--- src/rtl/acumulador_10bit_pkg.sv ---
// Shared constants and FSM encoding for the 10-bit batch accumulator.
package acumulador_pkg;

    localparam int LARGURA = 10;

    typedef enum logic {
        ACUM  = 1'b0,
        SAIDA = 1'b1
    } estado_t;

endpackage

--- src/rtl/acumulador_10bit_if.sv ---
// Operand/result handshake bundle between a producer/consumer and the accumulator.
interface acumulador_10bit_if;
    import acumulador_pkg::*;

    logic               in_valid;
    logic [LARGURA-1:0] in_dado;
    logic               in_ready;
    logic               out_valid;
    logic               out_ready;
    logic [LARGURA-1:0] out_soma;
    logic               out_ovf;

    modport slave (
        input  in_valid, in_dado, out_ready,
        output in_ready, out_valid, out_soma, out_ovf
    );

    modport master (
        output in_valid, in_dado, out_ready,
        input  in_ready, out_valid, out_soma, out_ovf
    );

endinterface

--- src/rtl/acumulador_10bit_soma.sv ---
// Plain 10-bit ripple-carry adder; no carry-out port, callers derive it themselves.
module soma_10bit (
    input  logic [9:0] a,
    input  logic [9:0] b,
    input  logic       cin,
    output logic [9:0] s
);

    logic [9:0] c;

    assign c[0] = cin;

    for (genvar i = 0; i < 10; i++) begin : g_bit
        assign s[i] = a[i] ^ b[i] ^ c[i];
    end

    for (genvar i = 0; i < 9; i++) begin : g_carry
        assign c[i+1] = (a[i] & b[i]) | (a[i] & c[i]) | (b[i] & c[i]);
    end

endmodule

--- src/rtl/acumulador_10bit.sv ---
// Sums N_OPERANDOS unsigned 10-bit operands per batch, presents sum mod 1024 plus a
// sticky carry flag, then waits for the consumer before starting the next batch.
//
//   state | meaning
//   ACUM  | collecting operands, in_ready=1, out_soma shows the running sum
//   SAIDA | batch result presented, out_valid=1, waiting for out_ready
module acumulador_10bit
    import acumulador_pkg::*;
#(
    parameter int N_OPERANDOS = 4
) (
    input  logic                clk,
    input  logic                rst,
    input  logic                limpa,
    acumulador_10bit_if.slave   bus
);

    localparam logic [LARGURA-1:0] CNT_FIM = LARGURA'(N_OPERANDOS);

    estado_t            estado, estado_nxt;
    logic [LARGURA-1:0] acc, acc_nxt;
    logic [LARGURA-1:0] cnt, cnt_nxt;
    logic               ovf, ovf_nxt;
    logic [LARGURA-1:0] soma;
    logic [LARGURA-1:0] cnt_inc;
    logic               carry;

    soma_10bit u_soma (
        .a   (acc),
        .b   (bus.in_dado),
        .cin (1'b0),
        .s   (soma)
    );

    // A wrapped unsigned sum is smaller than either addend exactly when it carried out.
    assign carry   = (soma < acc);
    assign cnt_inc = cnt + 1'b1;

    always_ff @(posedge clk) begin
        if (rst) begin
            estado <= ACUM;
            acc    <= '0;
            cnt    <= '0;
            ovf    <= 1'b0;
        end else begin
            estado <= estado_nxt;
            acc    <= acc_nxt;
            cnt    <= cnt_nxt;
            ovf    <= ovf_nxt;
        end
    end

    always_comb begin
        estado_nxt = estado;
        acc_nxt    = acc;
        cnt_nxt    = cnt;
        ovf_nxt    = ovf;
        if (limpa) begin
            estado_nxt = ACUM;
            acc_nxt    = '0;
            cnt_nxt    = '0;
            ovf_nxt    = 1'b0;
        end else begin
            case (estado)
                ACUM: begin
                    if (bus.in_valid) begin
                        acc_nxt = soma;
                        cnt_nxt = cnt_inc;
                        ovf_nxt = ovf | carry;
                        if (cnt_inc == CNT_FIM) begin
                            estado_nxt = SAIDA;
                        end
                    end
                end
                SAIDA: begin
                    if (bus.out_ready) begin
                        estado_nxt = ACUM;
                        acc_nxt    = '0;
                        cnt_nxt    = '0;
                        ovf_nxt    = 1'b0;
                    end
                end
                default: estado_nxt = ACUM;
            endcase
        end
    end

    assign bus.in_ready  = (estado == ACUM);
    assign bus.out_valid = (estado == SAIDA);
    assign bus.out_soma  = acc;
    assign bus.out_ovf   = ovf;

endmodule
--- src/flat_wrapper.sv ---
// flat-port wrapper written by rule: the top's interface ports become plain ports
module acumulador_10bit_flat import acumulador_pkg::*;
#(
    parameter int N_OPERANDOS = 4
)
  (clk, rst, limpa, bus_in_valid, bus_in_dado, bus_out_ready, bus_in_ready, bus_out_valid, bus_out_soma, bus_out_ovf);
  acumulador_10bit_if bus_i ();
  input  logic clk;
  input  logic rst;
  input  logic limpa;
  input wire logic [$bits(bus_i.in_valid)-1:0] bus_in_valid;
  input wire logic [$bits(bus_i.in_dado)-1:0] bus_in_dado;
  input wire logic [$bits(bus_i.out_ready)-1:0] bus_out_ready;
  output wire logic [$bits(bus_i.in_ready)-1:0] bus_in_ready;
  output wire logic [$bits(bus_i.out_valid)-1:0] bus_out_valid;
  output wire logic [$bits(bus_i.out_soma)-1:0] bus_out_soma;
  output wire logic [$bits(bus_i.out_ovf)-1:0] bus_out_ovf;
  assign bus_i.in_valid = bus_in_valid;
  assign bus_i.in_dado = bus_in_dado;
  assign bus_i.out_ready = bus_out_ready;
  assign bus_in_ready = bus_i.in_ready;
  assign bus_out_valid = bus_i.out_valid;
  assign bus_out_soma = bus_i.out_soma;
  assign bus_out_ovf = bus_i.out_ovf;
  acumulador_10bit #(.N_OPERANDOS(N_OPERANDOS)) u_core (.clk(clk), .rst(rst), .limpa(limpa), .bus(bus_i));
endmodule
--- config.mk ---
export PLATFORM = sky130hd
export DESIGN_NAME = acumulador_10bit_flat
export DESIGN_NICKNAME = d
export VERILOG_FILES = /design/src/rtl/acumulador_10bit_pkg.sv /design/src/rtl/acumulador_10bit_if.sv /design/src/rtl/acumulador_10bit_soma.sv /design/src/rtl/acumulador_10bit.sv /design/src/flat_wrapper.sv
export SDC_FILE = /design/constraint.sdc
export NUM_CORES = 1
export LEC_CHECK = 0
export ABC_AREA = 1
export CORE_MARGIN = 3
export CORE_UTILIZATION = 52
export CTS_BUF_LIST = sky130_fd_sc_hd__clkbuf_16
export DETAILED_ROUTE_END_ITERATION = 8
export PLACE_DENSITY = 0.8
export SYNTH_ARGS = -nofsm -noshare
export SYNTH_HDL_FRONTEND = slang
export SYNTH_SLANG_ARGS = --single-unit
--- constraint.sdc ---
create_clock -name clk -period 6.6 [get_ports clk]
set_input_delay 0.99 -clock clk [delete_from_list [all_inputs] [get_ports clk]]
set_output_delay 0.99 -clock clk [all_outputs]
set_load 0.01 [all_outputs]
==> qor.csv <==
stage,metric,value,unit
hold_path,Hold Crit Endpoint,u_core.bus.out_soma[1],
clocking,number of CTS-inserted buffers,3,
logic_synthesis,Area contributors post-synth,"dfxtp_1 (28%), nand2_1 (18%), inv_1 (11%)",
logic_synthesis,Synthesis Warnings,0,
layout,Layout Cells excl Fill,290,
clocking,setup repair bufs after CTS,0,
layout,antenna cells,0,
setup_path,Critical Path Source Type,input pin,
logic_synthesis,post-synthesis sequential area ratio,28.0,%
layout,layout cells sized above 1,3.47,%
setup_path,Crit path largest cell delay,0.49,ns
sta,max_slew headroom,54.2,%
power,peak supply drop,0.0951,mV
hold_path,worst min path class,reg -> reg,
drt,routed len/inst,11.0,um
hold_path,hold_sp,u_core.bus.out_soma[1],
setup_path,WS Path Type,in -> reg,
setup_path,Slowest cell on crit path,clkdlybuf4s50_1,
logic_synthesis,ys async rst share,0,%
logic_synthesis,top post-synthesis cells by count,"nand2_1 (77), inv_1 (44), a21oi_1 (24)",
setup_path,reg2reg end,u_core.bus.out_ovf,
placement,IO buf count,27,
global_routing,grt ovf,0,
logic_synthesis,Yosys cell types,20,
sta,worst slew pin tran,0.686,ns
setup_path,Worst Path Max Fanout,2,
placement,dpl cell area,0.00186,mm^2
setup_path,WP data arrival,5.99,ns
clocking,Root Buffer Master,clkbuf_16,
hold_path,hold depth,2,
drt,First-pass DRT Iterations,4,
drt,total number of vias,1445,
setup_path,reg-to-reg setup timing slack,1.56,ns
flow_run,total of max-cap violations,0,
floorplanning,die height,61.0,um
global_routing,global-route wire length before repair,5520,um
layout,Multi-input gate area,938,um^2
global_routing,vias in the first global route,1319,
logic_synthesis,Mapped Nets,269,
layout,cell area after layout,0.00194,mm^2
placement,dpl hpwl,2380,um
floorplanning,core outline area,0.00281,mm^2
setup_path,worst r2r src,u_core.bus.out_soma[0],
logic_synthesis,Main synth FF type,dfxtp_1,
floorplanning,Die W,61.0,um
sta,Final period util,89.1,%
global_routing,GRT Total Usage,19.7,%
clocking,CTS tree,built,
floorplanning,row count,19,
clocking,Max Buffers Root-to-Sink,2,
logic_synthesis,top-area cell type share of the netlist area,28.0,%
sta,Final TNS setup,0,ns
logic_synthesis,cell with the most instances after synthesis,nand2_1,
power,Power Density,176,mW/mm^2
layout,Area growth syn-to-layout,23.5,%
setup_path,crit-path leading delay family,adder cells,
logic_synthesis,synthesized instance count,233,
global_routing,initial antenna violation count,0,
clocking,worst skew pair latency,0.25,ns
drt,final wirelength,3200,um
placement,dpl cells,286,
sta,RSZ-0062 raised after global routing,no,
sta,Worst Skew,0.00420,ns
layout,Layout fillers,254,
layout,Final #Nets,296,
drt,Avg Vias per Cell,4.98,
placement,GPL Wtd Cong,0.772,
outcome,outcome,"complete, no violations",
sta,setup violators final,0,
clocking,CTS resizes,0,
setup_path,most numerous cell on the critical path,fa_1,
logic_synthesis,post-synth top area cell,dfxtp_1,
drt,remaining antenna violation count,0,
clocking,H-tree levels,1,
global_routing,largest net degree at the start of global routing,23,
sta,"Slew Viols, Final",0,
logic_synthesis,number of synthesized register bits,22,
floorplanning,total die area,0.00371,mm^2
logic_synthesis,Mapped Area,0.00157,mm^2
floorplanning,initial core utilization,56.0,%
logic_synthesis,Mapped Avg Cell Area,6.74,um^2
sta,maximum clock rate,170,MHz
drt,Post-route DRC,0,
power,leak pwr,0.803,nW
sta,Final min period,5.88,ns
floorplanning,I/O Pins,28,
layout,FF/Latch Area,440,um^2
clocking,Sink Count,22,
setup_path,CP bufs+invs,2,
setup_path,crit path cell chain,clkdlybuf4s50_1 > ha_1 > inv_1 > fa_1 > fa_1 > fa_1 > fa_1 > fa_1 > fa_1 > fa_1 > fa_1 > xnor2_1 > xor2_1 > ha_1 > nand2_1 > nor2_1 > nand3_1 > nand3_1 > nand2_1 > nand3_1 > a21oi_1,
sta,Fin. Hold Viols,0,
logic_synthesis,"EDFF count, synth",0,
setup_path,Crit path required time,6.71,ns
drt,DR iter-0 viols,58,
clocking,clk slew on worst S/H paths,0.06,ns
setup_path,R2R depth,20,
clocking,hold_buf cts,0,
setup_path,CP Capture Type,flop,
[worst min-delay path, stage by stage, from the launching register on]
cell and delay, ns:
dfxtp_1 0.32, nand2_1 0.06, a21oi_1 0.05
[cell type report]
cell class / instances / area share [%]
well taps: 31 / 2.00
clock buffers: 3 / 3.87
flip-flops and latches: 22 / 22.7
multi-input cells: 161 / 48.4
repair buffers: 28 / 14.3
inverters: 44 / 8.52
clock inverters: 1 / 0.194
[worst max-delay path by stage]
stage                                     to  cells past startpoint            from  slack (ns)
after floorplan           u_core.bus.out_ovf                     19  bus_in_dado[0]        1.21
after global placement    u_core.bus.out_ovf                     20  bus_in_dado[0]        0.58
after detailed placement  u_core.bus.out_ovf                     21  bus_in_dado[0]        0.45
after CTS                 u_core.bus.out_ovf                     21  bus_in_dado[0]        0.70
after global routing      u_core.bus.out_ovf                     21  bus_in_dado[0]        0.51
final                     u_core.bus.out_ovf                     21  bus_in_dado[0]        0.72
[power by group]
part	switching [mW]	internal (mW)	total, mW	leakage [nW]
sequential	0.00322	0.136	0.139	0.178
combinational	0.0383	0.0331	0.0714	0.586
clock	0.0487	0.0809	0.130	0.0385
total	0.0902	0.250	0.340	0.803
[flip-flops by register name, indices dropped and copies added, names as in the netlist]
register and count:
u_core.bus.out_valid 1, u_core.bus.out_soma 10, u_core.cnt 10, u_core.bus.out_ovf 1
[through the flow]
step           utilization [%]  total power [mW]  hold WS (ns)  setup slack (ns)
2_1_floorplan                -             0.188         0.458              1.21
3_3_place_gp              66.3             0.211         0.466             0.576
3_5_place_dp              66.3             0.213         0.465             0.445
4_1_cts                   69.1             0.344         0.475             0.704
5_1_grt                   69.1             0.362         0.501             0.511
6_report                  69.1             0.340         0.471             0.722
[layer usage]
metal	routed length, um	up-vias	GRT usage [%]	share of wire (%)
li1	-	759	-	-
met4	37	0	5.57	1.2
met1	1570	656	25.0	49
met3	100	5	4.04	3.1
met2	1490	25	33.7	47
met5	0	-	0	0
[logic make-up after synthesis]
logic type      synth area share (%)
compound gates                  9.24
xor+xnor                        1.12
fa+ha+maj                       20.6
flops                           28.0
buf+inv                         12.2
simple gates                    28.8
[cells in the final DEF (no fill, tap or decap), types with 2 or more instances in the layout]
master           synthesis  final
nand2_1                 77     77
dfxtp_1                 22     22
inv_1                   44     44
a21oi_1                 24     24
nor2_2                   3      3
fa_1                     8      8
nor2_1                  13     13
o21ai_0                  2      2
clkdlybuf4s50_1          0     27
nand3_1                 11     11
nand3b_1                 3      3
ha_1                    13     13
clkbuf_16                0      3
Note: power is estimated with default switching activity, not from simulation.
